$ cat config.mk
export PLATFORM = sky130hd
export DESIGN_NAME = counter_updown_disp
export DESIGN_NICKNAME = d
export VERILOG_FILES = /design/src/rtl/counter_pkg.sv /design/src/rtl/hex_seg7.sv /design/src/rtl/counter_updown_disp.sv
export SDC_FILE = /design/constraint.sdc
export NUM_CORES = 1
export LEC_CHECK = 0
export ABC_AREA = 1
export BUFFER_PORTS_ARGS = -buffer_cell sky130_fd_sc_hd__buf_2
export CAP_MARGIN = 0
export CORE_UTILIZATION = 55
export CTS_CLUSTER_SIZE = 28
export DETAILED_ROUTE_END_ITERATION = 6
export HOLD_SLACK_MARGIN = 0.08
export PLACE_DENSITY = 0.81
export SYNTH_ARGS = -nofsm -noshare
export SYNTH_HDL_FRONTEND = slang
export SYNTH_SLANG_ARGS = --single-unit
export TNS_END_PERCENT = 1
$ cat constraint.sdc
create_clock -name CLK -period 4.7 [get_ports CLK]
set_clock_uncertainty 0.2 [all_clocks]
set_input_delay 0.705 -clock CLK [delete_from_list [all_inputs] [get_ports CLK]]
set_output_delay 0.705 -clock CLK [all_outputs]
set_load 0.05 [all_outputs]
$ cat src/rtl/counter_pkg.sv
// Shared constants for the up/down counter and its seven-segment display.
package counter_pkg;

  // Active-low glyphs, bit order {g,f,e,d,c,b,a}
  localparam logic [6:0] SEG_0   = 7'h40;
  localparam logic [6:0] SEG_1   = 7'h79;
  localparam logic [6:0] SEG_2   = 7'h24;
  localparam logic [6:0] SEG_3   = 7'h30;
  localparam logic [6:0] SEG_4   = 7'h19;
  localparam logic [6:0] SEG_5   = 7'h12;
  localparam logic [6:0] SEG_6   = 7'h02;
  localparam logic [6:0] SEG_7   = 7'h78;
  localparam logic [6:0] SEG_8   = 7'h00;
  localparam logic [6:0] SEG_9   = 7'h10;
  localparam logic [6:0] SEG_A   = 7'h08;
  localparam logic [6:0] SEG_B   = 7'h03;
  localparam logic [6:0] SEG_C   = 7'h46;
  localparam logic [6:0] SEG_D   = 7'h21;
  localparam logic [6:0] SEG_E   = 7'h06;
  localparam logic [6:0] SEG_F   = 7'h0E;
  localparam logic [6:0] SEG_OFF = 7'h7F;

  // Number of hex digits needed to show a value of the given bit width
  function automatic int ceil_nibbles(input int w);
    return (w + 3) / 4;
  endfunction

endpackage

$ cat src/rtl/hex_seg7.sv
// Combinational hex nibble to active-low seven-segment glyph decoder.
module hex_seg7
  import counter_pkg::*;
(
  input  logic [3:0] i_nib,
  output logic [6:0] o_seg
);

  // Table lookup of the glyph for one hex digit
  always_comb begin
    o_seg = SEG_OFF;
    case (i_nib)
      4'h0: o_seg = SEG_0;
      4'h1: o_seg = SEG_1;
      4'h2: o_seg = SEG_2;
      4'h3: o_seg = SEG_3;
      4'h4: o_seg = SEG_4;
      4'h5: o_seg = SEG_5;
      4'h6: o_seg = SEG_6;
      4'h7: o_seg = SEG_7;
      4'h8: o_seg = SEG_8;
      4'h9: o_seg = SEG_9;
      4'hA: o_seg = SEG_A;
      4'hB: o_seg = SEG_B;
      4'hC: o_seg = SEG_C;
      4'hD: o_seg = SEG_D;
      4'hE: o_seg = SEG_E;
      4'hF: o_seg = SEG_F;
      default: o_seg = SEG_OFF;
    endcase
  end

endmodule

$ cat src/rtl/counter_updown_disp.sv
// Modulo-MOD up/down counter with prescaled enable, saturating parallel load,
// one-cycle terminal-count pulse and a multiplexed active-low hex display.
module counter_updown_disp
  import counter_pkg::*;
#(
  parameter  int WIDTH    = 8,
  parameter  int MOD      = 256,
  parameter  int DIV      = 1,
  parameter  int SCAN_DIV = 4,
  localparam int NDIG     = ceil_nibbles(WIDTH)
)(
  input  logic             CLK,
  input  logic             rst_n,
  input  logic             iEn,
  input  logic             iUp,
  input  logic             iLoad,
  input  logic [WIDTH-1:0] iData,
  output logic [WIDTH-1:0] oQ,
  output logic             oTC,
  output logic [NDIG-1:0]  oAn,
  output logic [6:0]       oDisplay
);

  localparam int PW = (DIV > 1)      ? $clog2(DIV)      : 1;
  localparam int SW = (SCAN_DIV > 1) ? $clog2(SCAN_DIV) : 1;
  localparam int IW = (NDIG > 1)     ? $clog2(NDIG)     : 1;

  localparam logic [PW-1:0]    PRE_LAST  = PW'(DIV - 1);
  localparam logic [SW-1:0]    SCAN_LAST = SW'(SCAN_DIV - 1);
  localparam logic [IW-1:0]    IDX_LAST  = IW'(NDIG - 1);
  localparam logic [WIDTH-1:0] Q_MAX     = WIDTH'(MOD - 1);
  // One bit wider so MOD == 2**WIDTH is representable for the load compare
  localparam logic [WIDTH:0]   MOD_EXT   = (WIDTH + 1)'(MOD);

  logic [PW-1:0]     r_pre;
  logic [WIDTH-1:0]  r_q;
  logic              r_tc;
  logic [SW-1:0]     r_scan;
  logic [IW-1:0]     r_idx;
  logic [NDIG-1:0]   r_an;
  logic [6:0]        r_seg;

  logic              w_tick;
  logic [WIDTH-1:0]  w_q_load;
  logic [WIDTH-1:0]  w_q_step;
  logic              w_wrap;
  logic [4*NDIG-1:0] w_qpad;
  logic [3:0]        w_nib;
  logic [6:0]        w_seg;
  logic [NDIG-1:0]   w_an;

  // A load suppresses the tick for its cycle, so load always beats count
  assign w_tick   = iEn & ~iLoad & (r_pre == PRE_LAST);
  assign w_q_load = ({1'b0, iData} < MOD_EXT) ? iData : Q_MAX;

  // Next count value on a tick and whether that step wraps
  always_comb begin
    w_q_step = r_q;
    w_wrap   = 1'b0;
    if (iUp) begin
      w_wrap   = (r_q == Q_MAX);
      w_q_step = w_wrap ? '0 : r_q + WIDTH'(1);
    end else begin
      w_wrap   = (r_q == '0);
      w_q_step = w_wrap ? Q_MAX : r_q - WIDTH'(1);
    end
  end

  // Prescaler: counts enabled cycles, cleared by load, frozen when disabled
  always_ff @(posedge CLK) begin
    if (!rst_n) begin
      r_pre <= '0;
    end else if (iLoad) begin
      r_pre <= '0;
    end else if (iEn) begin
      r_pre <= (r_pre == PRE_LAST) ? '0 : r_pre + PW'(1);
    end
  end

  // Count register and terminal-count pulse (high only in the wrap cycle)
  always_ff @(posedge CLK) begin
    if (!rst_n) begin
      r_q  <= '0;
      r_tc <= 1'b0;
    end else if (iLoad) begin
      r_q  <= w_q_load;
      r_tc <= 1'b0;
    end else if (w_tick) begin
      r_q  <= w_q_step;
      r_tc <= w_wrap;
    end else begin
      r_tc <= 1'b0;
    end
  end

  // Scan timer: advance the digit index every SCAN_DIV cycles
  always_ff @(posedge CLK) begin
    if (!rst_n) begin
      r_scan <= '0;
      r_idx  <= '0;
    end else if (r_scan == SCAN_LAST) begin
      r_scan <= '0;
      r_idx  <= (r_idx == IDX_LAST) ? '0 : r_idx + IW'(1);
    end else begin
      r_scan <= r_scan + SW'(1);
    end
  end

  // Top nibble is zero-extended when WIDTH is not a multiple of 4
  assign w_qpad = (4 * NDIG)'(r_q);
  assign w_nib  = w_qpad[{r_idx, 2'b00} +: 4];
  assign w_an   = ~(NDIG'(1) << r_idx);

  hex_seg7 u_seg (
    .i_nib (w_nib),
    .o_seg (w_seg)
  );

  // Register anode and segments together so they never disagree on a digit
  always_ff @(posedge CLK) begin
    if (!rst_n) begin
      r_an  <= ~NDIG'(1);
      r_seg <= SEG_0;
    end else begin
      r_an  <= w_an;
      r_seg <= w_seg;
    end
  end

  assign oQ       = r_q;
  assign oTC      = r_tc;
  assign oAn      = r_an;
  assign oDisplay = r_seg;

endmodule

# Word level (Yosys, flattened, before mapping)
# Memories as Yosys holds them, arrays and structs flattened. A register that Yosys moved wholly into a read port is not among the register bits.
# Cells that the tools add are included.
# W data, S select, Z words.
[classes]
n_eq_ne = 2
add_sub_neg = 5
mux = 8
n_reduce_logical = 6
bitwise = 7
n_shift = 2
[op_table]
columns = ["operator", "n"]
rows = [
  ["$mux W8", 5],
  ["$add A8 B1 Y8 const B", 1],
  ["$eq A8 B8 Y1 const B", 1],
  ["$logic_not A8 Y1", 1],
  ["$shiftx A8 B4 Y4", 1],
  ["$sub A8 B1 Y8 const B", 1],
  ["$not A1 Y1", 4],
  ["$reduce_or A2 Y1", 2],
  ["$mux W1", 3],
  ["$reduce_or A3 Y1", 1],
  ["$add A1 B1 Y1 const B", 2],
  ["$add A2 B1 Y2 const B", 1],
  ["$and A1 B1 Y1", 2],
  ["$eq A2 B2 Y1 const B", 1],
  ["$not A2 Y2", 1],
  ["$reduce_bool A2 Y1", 1],
  ["$shl A1 B1 Y2 const A", 1],
  ["$logic_not A1 Y1", 1],
]
[totals]
out_inout_bits = 18
romBits = 112
wordCells = 37
reg_bits = 15
input_bits = 13
memories = 1
[memory_table]
columns = ["name", "depth", "word_bits", "read_ports", "rd_clocked_by_memory_dff", "write_ports", "line_no", "rtl"]
rows = [
  ["(no name shown)", 16, 7, 1, 1, 0, "hex_seg7.sv:12", "case (i_nib)"],
]

# Longest topological paths before layout
# Gate-level depths: netlist of the first run.
[depth]
depth_word = 5
ltp_mapped = 10
mapped_depth_nobuf = 10

# By module
# From an unflattened synthesis of the first run, not the netlist that was laid out.
[unflattened]
cells_unflattened = 233
area_unflattened_um2 = 1497.7
[modules_own_cells]
columns = ["module", "cells_each", "area_each_um2", "instances", "seq_area_each_um2"]
rows = [
  ["counter_updown_disp", 184, 1223.7, 1, 420.4],
  ["hex_seg7", 49, 274.0, 1, 0.0],
]

# Least setup slack after synthesis of the first run
# OpenSTA, ideal clock, no wires.
[synth_path]
path_kind = "register to register"
start = "register r_q[4], in the netlist oQ[4]"
end = "register r_seg[0], in the netlist oDisplay[0]"
setup_time_ps = 74
arrival_time_ps = 1746
path_stages_with_launch = 10
setup_slack_ps = 2680
path_cell_list = "dfxtp_1 > inv_1 > nand2_1 > o21ai_1 > inv_1 > ha_1 > inv_1 > nor2_1 > o21ai_1 > a31oi_1"
[synth_between]
elab_chain_len = 1
[synth_rtl]
columns = ["item", "line_no", "rtl"]
rows = [
  ["from (decl)", "counter_updown_disp.sv:36", "logic [WIDTH-1:0] r_q;"],
  ["from (signal assigned)", "counter_updown_disp.sv:86", "r_q <= w_q_load;"],
  ["from (signal assigned)", "counter_updown_disp.sv:89", "r_q <= w_q_step;"],
  ["$shiftx A8 B4 Y4", "counter_updown_disp.sv:111", "assign w_nib = w_qpad[{r_idx, 2'b00} +: 4];"],
  ["to (decl)", "counter_updown_disp.sv:41", "logic [6:0] r_seg;"],
]
# No other way between the ends.
# A chain may end at the register's enable or synchronous reset.

# Worst setup path in the final report of the first run
[layout_path]
start = "register r_q[2], in the netlist oQ[2]"
end = "output oQ[2]"
[layout_lines]
columns = ["item", "line_no", "rtl"]
rows = [
  ["to (decl)", "counter_updown_disp.sv:18", "output logic [WIDTH-1:0] oQ,"],
]
# No word-level cell between the ends.

==> impl_metrics.tcl, run 1 <==
set metrics [dict create \
    run_status "finished clean" \
    r2r_setup_slack_ns 2.64 \
    drtIter0Drc 58 \
    die_h_um 52.6 \
    hp-class "flip-flop to flip-flop" \
    synth.avg_cell_area_sq_um 6.94 \
    vias 1434 \
    die-area_sq_um 2770 \
    ctsHoldBuffers 0 \
    pin_count 31 \
    slew_viol_final 0 \
    max_slew.worst_pin.slew_ns 0.486 \
    insertion_delay_ns 0.30 \
    syn2layout_area_growth_pct 11.5 \
    slew-limit-headroom 0.674 \
    grt_use_total 0.258 \
    crit_family "flip-flops" \
    yosys_warnings 0 \
    port_buffers 30 \
    synth_area_sq_um 1410 \
    synthTopCellsByArea "dfxtp_1 (30%), nand2_1 (14%), ha_1 (8.9%)" \
    p_leak_nw 0.761 \
    grt.busiest_layer "met2" \
    clk_pin_slew_ns 0.11 \
    hold_viol_final 0 \
    grt_util_met2 0.428 \
    totalWireLength_mm 3.17 \
    crit_chain "buf_2" \
    synth.distinct_cells 28 \
    cts_sinks 21 \
    use_met3 0.0609 \
    r2r_end "oDisplay[0]$_SDFF_PN0_" \
    irDropWorstVdd_uv 294 \
    core.rowCount 17 \
    max_freq_mhz 463 \
    min_to "r_scan[0]$_SDFF_PP0_" \
    first_global_vias 1232 \
    synth_flop_cell "dfxtp_1" \
    worstPathRequired_ns 3.80 \
    hold_start "r_scan[0]$_SDFF_PP0_" \
    core_area_sq_um 2320 \
    worst_slack_ns 2.54 \
    ys_async_sr_fraction 0 \
    powerDensity_nw_per_um2 306 \
    drt_first_pass_iters 5 \
    cts_root_buf "clkbuf_4" \
    num_antenna_cells 0 \
    antenna_found_initial 0 \
    synth-seq-area-share 0.298 \
    dp.final_hpwl_mm 2.47 \
    r2r-start "r_idx$_SDFFE_PN0P_" \
    ys_ff_latch 21 \
    cp_slowest_cell "dfxtp_1" \
    r2r_cells 8 \
    critPathMaxStageDelay_ns 0.61 \
    grt_max_degree 15 \
    end_kind "primary output" \
    avgViaCountPerCell 5.54 \
    setup_viol 0 \
    globalRouteMet1Util 0.345 \
    finalSetupTns_ns 0 \
    preCtsSetupSlack_ns 2.67 \
    drc 0 \
    start_kind "flip-flop" \
    synthesis.nets 226 \
    rsz0062_at_grt "no" \
    postRouteAntennaNets 0 \
    yosys.area.top_type_share 0.298 \
    synth_cells 203 \
    post-route-min-period_ns 2.16 \
    period_share 0.460 \
    drive_gt1_frac 0.203 \
    initial_core_util 0.608 \
    die_w_um 52.6 \
    hold_slack_ns 0.242 \
    yosys.area.top_type "dfxtp_1" \
    holdPathStages 1 \
    drv_cap 0 \
    postCtsSetupRepairBufs 0 \
    wl_per_cell_um 12.2 \
    critical_path_arrival_ns 1.25 \
    cp_max_fo 10 \
    globalplace.congestion 0.923 \
    mostFrequentLayoutCell "nand2_1" \
    tritoncts "done" \
    grt_pass1_wl_mm 5.38 \
    synth_edf_count 0 \
    overflow 0 \
    cp.depth 1 \
    cts_resized 0 \
    layout.nets 255 \
    cts-htree-levels 1 \
    cts_buffer_depth 2 \
    final_cell_mix "nand2_1 (53), buf_2 (30), nand3_1 (23), dfxtp_1 (21), inv_1 (18)" \
    crit_type "flip-flop to primary output" \
    crit_buf_inv 1 \
    numCtsBuffers 3 \
]
==> flip-flops by register name, indices dropped and copies added (netlist names) <==
name,flops
r_idx,1
oAn,2
oQ,8
oTC,1
oDisplay,7
r_scan,2
==> cell families after synthesis <==
logic type | synth area share
DFF | 0.298
adders and majority gates | 0.0888
xor gates and xnor gates | 0.0373
AOI/OAI and AO/OA | 0.164
buffers and inverters | 0.0959
and+or+nand+nor | 0.315
==> routing by layer <==
metal  wire length [um]  up-vias
li1                   -      730
met1               1500      633
met2               1370       67
met3                277        4
met4                 20        0
met5                  0        -
==> per-stage QoR <==
stage	cell area, sq um	instances	power [mW]	utilization
6_report	1570	259	0.482	0.678
3_5_place_dp	1540	255	0.399	0.666
2_1_floorplan	1410	203	0.362	-
5_1_grt	1570	259	0.513	0.678
4_1_cts	1570	259	0.483	0.678
3_3_place_gp	1540	255	0.395	0.666
==> Yosys cell counts, types with 2 or more instances <==
| library cell | number |
|---|---|
| xnor2_1 | 3 |
| dfxtp_1 | 21 |
| o21ai_0 | 7 |
| o21ai_1 | 5 |
| xor2_1 | 3 |
| nor3_1 | 3 |
| o21ai_4 | 2 |
| inv_2 | 3 |
| ha_1 | 10 |
| nand3_1 | 23 |
| inv_1 | 18 |
| o211ai_1 | 3 |
| nor2_1 | 14 |
| nor2_2 | 5 |
| a21oi_1 | 10 |
| a31oi_1 | 2 |
| a22oi_1 | 5 |
| nand4_1 | 2 |
| nand2_1 | 53 |
| buf_2 | 3 |
==> power breakdown <==
| group | leakage [nW] | internal, mW | total [mW] | switching, mW |
|---|---|---|---|---|
| registers | 0.173 | 0.194 | 0.212 | 0.0172 |
| logic | 0.571 | 0.0565 | 0.185 | 0.129 |
| clock network | 0.0177 | 0.0317 | 0.0850 | 0.0532 |
==> worst max path at each step <==
| stage | slack (ns) | start | to |
|---|---|---|---|
| 6_report | 2.54 | oQ[2]$_SDFFE_PN0P_ | oQ[2] |
| 5_1_grt | 2.47 | r_idx$_SDFFE_PN0P_ | oDisplay[3]$_SDFF_PN0_ |
| 4_1_cts | 2.54 | oQ[2]$_SDFFE_PN0P_ | oQ[2] |
| 3_5_place_dp | 2.67 | r_idx$_SDFFE_PN0P_ | oDisplay[0]$_SDFF_PN0_ |
| 3_3_place_gp | 2.75 | r_idx$_SDFFE_PN0P_ | oDisplay[3]$_SDFF_PN0_ |
| 2_1_floorplan | 2.68 | oQ[4]$_SDFFE_PN0P_ | oDisplay[0]$_SDFF_PN0_ |
==> layout make-up <==
class / instances / area, sq um
repair buffers: 30 / 150
clock buffers: 3 / 22.5
fillers: 208 / 747
inverters: 22 / 85.1
flip-flops and latches: 21 / 420
clock inverters: 1 / 5.00
multi-input cells: 154 / 853
well taps: 28 / 35.0
No activity file was read; power rests on OpenSTA's default activity.
==> run 2: changes to the inputs <==
ABC_AREA = 0   (was 1)
CORE_UTILIZATION = 49   (was 55)
PLACE_DENSITY = 0.76   (was 0.81)
clock period = 1.94 ns   (was 4.7 ns; I/O delays follow)
==> run 2 against run 1 <==
The flow now finishes with violations (DRC). Final cell count shrank 4.6%. Sequential share of layout area is 3.6 points lower. Clock power grew to 2.6 times the previous value. Setup slack worse by 2.5 ns. Synthesized cell count shrank 13%. Via count increased by 1.3%. Non-clock buffer count rose by 21. Largest power group is now combinational cells.
==> impl_metrics.tcl, run 2 <==
set metrics [dict create \
    multi_input_area_sq_um 985 \
    initial_core_util 0.530 \
    dpl_cell_area_sq_um 1730 \
    die_w_um 57.1 \
    cts_buffer_depth 2 \
    port_buffers 30 \
    synth_flop_cell "dfxtp_1" \
    synthTopCellsByArea "dfxtp_1 (28%), ha_1 (8.4%), mux2i_1 (6.1%)" \
    seqCellArea_sq_um 424 \
    syn2layout_area_growth_pct 23.5 \
    run_status "complete, but fails checks" \
    yosys_warnings 0 \
    cts_sinks 21 \
    yosys.area.top_type_share 0.283 \
    crit_type "flip-flop to flip-flop" \
    finalInstanceArea_sq_um 1840 \
    vias 1453 \
    start_kind "flip-flop" \
    max_freq_mhz 517 \
    rsz0062_at_grt "yes" \
    cts-htree-levels 1 \
    grt_pass1_wl_mm 6.06 \
    tritoncts "done" \
    critical_path_arrival_ns 1.99 \
    core.rowCount 19 \
    die-area_sq_um 3260 \
    hold_viol_final 0 \
    synthesis.nets 199 \
    yosys-top-cells-count "dfxtp_1 (21), a21oi_1 (12), nor2_1 (11), ha_1 (10)" \
    powerDensity_nw_per_um2 683 \
    p_leak_nw 0.819 \
    yosys.area.top_type "dfxtp_1" \
    postRouteAntennaNets 0 \
    grt_max_degree 20 \
    grt_use_total 0.241 \
    insertion_delay_ns 0.32 \
    cp_max_fo 4 \
    layout.nets 240 \
    synth.most_common_cell "dfxtp_1" \
    drtIter0Drc 69 \
    final_util 0.654 \
    p_total_mw 1.25 \
    dp.final_hpwl_mm 2.77 \
    mostFrequentLayoutCell "buf_2" \
    totalWireLength_mm 3.79 \
    core_area_sq_um 2810 \
    worstPathRequired_ns 2.00 \
    antenna_found_initial 0 \
    wl_per_cell_um 15.4 \
    clk_pin_slew_ns 0.13 \
    finalSetupTns_ns 0 \
    end_kind "flip-flop" \
    synth.distinct_cells 51 \
    drt_first_pass_iters 6 \
    overflow 0 \
    postCtsSetupRepairBufs 0 \
    avgViaCountPerCell 5.88 \
    period_share 0.997 \
    violations "DRC" \
    irDropWorstVdd_uv 534 \
    synth_edf_count 0 \
    hp-class "input port to flip-flop" \
    max_slew.worst_pin.slew_ns 0.415 \
    numCtsBuffers 3 \
    synth-seq-area-share 0.283 \
    hold_slack_ns 0.0914 \
    synth_area_sq_um 1490 \
    synth.avg_cell_area_sq_um 8.45 \
    ys_async_sr_fraction 0 \
    num_antenna_cells 0 \
    pin_count 31 \
    post-route-min-period_ns 1.93 \
    die_h_um 57.1 \
    cts_root_buf "clkbuf_4" \
    synth_cells 176 \
    slew_viol_final 0 \
    final_cell_mix "buf_2 (30), dfxtp_1 (18), buf_4 (15), a21oi_1 (11), nor2_1 (11)" \
    globalplace.congestion 0.899 \
    largest_reg_flops 8 \
    first_global_vias 1302 \
    drive_gt1_frac 0.310 \
    setup_viol 0 \
    slew-limit-headroom 0.721 \
    nFillCells 234 \
    drc 8 \
    drv_cap 0 \
    ys_ff_latch 21 \
]
==> run 2: layout make-up <==
class / count / area share
clock buffers: 3 / 0.0123
clock inverters: 1 / 0.00273
inverters: 10 / 0.0204
multi-input cells: 130 / 0.536
flip-flops and latches: 21 / 0.231
well taps: 31 / 0.0211
repair buffers: 51 / 0.176
==> run 2: through the flow <==
step,setup WS (ns),cells
after floorplan,-0.0734,176
after global placement,0.0612,237
after detailed placement,0.0109,237
after CTS,0.00237,247
after global routing,-0.0326,247
final,0.00563,247
==> run 2: cells by family after synthesis <==
group	Yosys count	share of synthesized area
compound gates	48	0.235
mux	12	0.0850
simple gates	55	0.210
flops	21	0.283
xor+xnor	5	0.0295
buf+inv	25	0.0741
fa+ha+maj	10	0.0842
==> run 2: path summary, 6_finish.rpt <==
path | start | cells past startpoint | endpoint | slack (ns)
worst max-delay path | oQ[1]$_SDFFE_PN0P_ | 6 | oQ[0]$_SDFFE_PN0P_ | 0.006
worst max register to register | oQ[1]$_SDFFE_PN0P_ | 6 | oQ[0]$_SDFFE_PN0P_ | 0.006
worst min register to register | r_scan[0]$_SDFF_PP0_ | 1 | r_scan[0]$_SDFF_PP0_ | 0.24
worst min-delay path | iData[3] | 3 | oQ[3]$_SDFFE_PN0P_ | 0.09
==> run 2: where the power goes <==
part	total, mW	switching, mW	internal [mW]	leakage, nW
combinational	0.529	0.328	0.201	0.627
sequential	0.499	0.0288	0.470	0.174
clock	0.225	0.148	0.0772	0.0177
total	1.25	0.505	0.748	0.819
==> run 2: repair_timing <==
item | CTS | global route
endpoints found under the setup margin | 1 | 3
hold buffers | 6 | 0
endpoints found under the hold margin | 6 | 0
gates resized for setup | 2 | 2
==> run 2: metal layers <==
metal | vias to the layer above | global-route usage | wire [um]
met4 | 0 | 0.0697 | 35
met1 | 677 | 0.327 | 1680
met2 | 51 | 0.390 | 1820
met3 | 4 | 0.0476 | 253
met5 | - | 0 | 0
li1 | 721 | - | -
==> run 2: critical path, stage by stage (launching register included) <==
cell	delay (ns)
dfxtp_2	0.35
inv_1	0.08
ha_2	0.21
or3b_4	0.42
o41ai_2	0.29
nand3_1	0.17
a21oi_2	0.16
==> run 3: changes to the inputs <==
RECOVER_POWER = 50   (was not set)
==> run 3 against run 2 <==
Core utilization decreased by 0.45 points. Design area decreased by 0.68%. Die area unchanged. Global-route usage unchanged. Routed wire length about the same. Largest power group unchanged. Setup slack improved by 0.0020 ns. The flow still finishes with violations (DRC). Sequential cell count unchanged. Sequential power about the same. Clock power about the same. Final cell count unchanged. Combinational power decreased by 0.8%. Highest routed layer unchanged.
==> impl_metrics.tcl, run 3 (synthesis gave the netlist of run 2 again) <==
set metrics [dict create \
    hold_start "iData[3]" \
    preCtsSetupSlack_ns 0.0109 \
    crit_buf_inv 1 \
    core.rowCount 19 \
    die_h_um 57.1 \
    initial_core_util 0.530 \
    r2r-start "oQ[1]$_SDFFE_PN0P_" \
    crit_type "flip-flop to flip-flop" \
    seqCellArea_sq_um 424 \
    cts_root_buf "clkbuf_4" \
    nFillCells 244 \
    drtIter0Drc 70 \
    period_share 0.996 \
    max_freq_mhz 517 \
    r2r_end "oQ[0]$_SDFFE_PN0P_" \
    hold_viol_final 0 \
    p_total_mw 1.25 \
    setup_viol 0 \
    grt_use_total 0.241 \
    cp_slowest_cell "or3b_4" \
    max_slew.worst_pin.slew_ns 0.595 \
    insertion_delay_ns 0.32 \
    violations "DRC" \
    pin_count 31 \
    finalSetupTns_ns 0 \
    start_kind "flip-flop" \
    crit_chain "inv_1 > ha_2 > or3b_4 > o41ai_2 > nand3_1 > a21oi_2" \
    core_area_sq_um 2810 \
    die-area_sq_um 3260 \
    p_clk_frac 0.180 \
    switchingPower_mw 0.505 \
    r2r_setup_slack_ns 0.008 \
    post-route-min-period_ns 1.93 \
    fin_cells 247 \
    globalplace.congestion 0.899 \
    grt_max_degree 20 \
    internal_power_mw 0.743 \
    p_leak_nw 0.783 \
    power_frac_seq 0.400 \
    largest_reg_flops 8 \
    clk_pin_slew_ns 0.13 \
    dp.final_hpwl_mm 2.77 \
    slew-limit-headroom 0.605 \
    critPathMaxStageDelay_ns 0.42 \
    avgViaCountPerCell 5.85 \
    critical_path_arrival_ns 1.99 \
    cp_max_fo 4 \
    tritoncts "done" \
    cts_buffer_depth 2 \
    die_w_um 57.1 \
    first_global_vias 1302 \
    postRouteAntennaNets 0 \
    end_kind "flip-flop" \
    switching_share 0.405 \
    worst_slack_ns 0.00758 \
    hp-class "input port to flip-flop" \
    drc 8 \
    placed_cells 237 \
    num_antenna_cells 0 \
    crit_family "simple AND/OR/NAND/NOR gates" \
    postCtsSetupRepairBufs 0 \
    overflow 0 \
    cts_sinks 21 \
    numCtsBuffers 3 \
    worstPathRequired_ns 2.00 \
    multi_input_area_sq_um 985 \
    irDropWorstVdd_uv 529 \
    vias 1444 \
    drive_gt1_frac 0.264 \
    min_to "oQ[3]$_SDFFE_PN0P_" \
    layout.nets 240 \
    powerDensity_nw_per_um2 685 \
    port_buffers 30 \
    cts-htree-levels 1 \
    drt_first_pass_iters 6 \
    wl_per_cell_um 15.4 \
    totalWireLength_mm 3.80 \
    drv_cap 0 \
    antenna_found_initial 0 \
    syn2layout_area_growth_pct 22.6 \
    slew_viol_final 0 \
    power_frac_comb 0.420 \
    rsz0062_at_grt "yes" \
    final_cell_mix "buf_2 (18), dfxtp_1 (18), buf_4 (15), a21oi_1 (11), nor2_1 (11)" \
    run_status "complete, but fails checks" \
    grt_pass1_wl_mm 6.06 \
    r2r_cells 6 \
    holdPathStages 3 \
]
==> run 3: power groups by stage <==
| stage | Clock [mW] | Combinational (mW) | Sequential (mW) |
|---|---|---|---|
| finish | 0.224 | 0.525 | 0.500 |
| global route | 0.241 | 0.563 | 0.505 |
| CTS | 0.225 | 0.524 | 0.499 |
| detailed placement | 0 | 0.510 | 0.509 |
| global placement | 0 | 0.495 | 0.505 |
| floorplan | 0 | 0.287 | 0.605 |
==> run 3: layout make-up <==
| class | instances | share of cell area |
|---|---|---|
| Multi-Input combinational cell | 130 | 0.540 |
| Sequential cell | 21 | 0.233 |
| Timing Repair Buffer | 51 | 0.170 |
| Tap cell | 31 | 0.0213 |
| Inverter | 10 | 0.0206 |
| Clock buffer | 3 | 0.0124 |
| Clock inverter | 1 | 0.00275 |
==> run 3: worst register-to-register path: cells and delay by family (launching register included) <==
kind / cells / cell delay [ns]
AND/OR/NAND/NOR: 2 / 0.59
adder cells (fa/ha/maj): 1 / 0.21
flip-flops: 1 / 0.35
AO/OA/AOI/OAI: 2 / 0.45
buffers and inverters: 1 / 0.08
==> run 3: how the worst max path moves through the flow <==
stage	start	end	depth (start not counted)
finish	oQ[1]$_SDFFE_PN0P_	oQ[0]$_SDFFE_PN0P_	6
global placement	oQ[1]$_SDFFE_PN0P_	oQ[0]$_SDFFE_PN0P_	6
global route	oQ[1]$_SDFFE_PN0P_	oQ[4]$_SDFFE_PN0P_	6
floorplan	oQ[5]$_SDFFE_PN0P_	oDisplay[5]$_SDFF_PN0_	7
detailed placement	oQ[1]$_SDFFE_PN0P_	oQ[0]$_SDFFE_PN0P_	6
CTS	r_idx$_SDFFE_PN0P_	oDisplay[4]$_SDFF_PN0_	6
==> run 3: per-stage QoR <==
step / hold slack [ns] / instance area (sq um) / utilization
CTS: 0.0847 / 1830 / 0.653
detailed placement: 0.227 / 1730 / 0.618
floorplan: 0.204 / 1520 / -
global route: 0.0956 / 1820 / 0.650
finish: 0.0920 / 1820 / 0.650
global placement: 0.214 / 1730 / 0.618
==> run 3: metal layers <==
metal,vias to the layer above,track usage,part of all wire
li1,721,-,-
met1,665,0.327,0.44
met2,54,0.390,0.48
met3,4,0.0476,0.071
met4,0,0.0697,0.0092
met5,-,0,0
==> run 3: timing repair <==
| item | in CTS | in global routing |
|---|---|---|
| gates resized for setup | 2 | 2 |
| setup endpoints to repair | 1 | 3 |
| endpoints found under the hold margin | 6 | 0 |
| hold buffers | 6 | 0 |
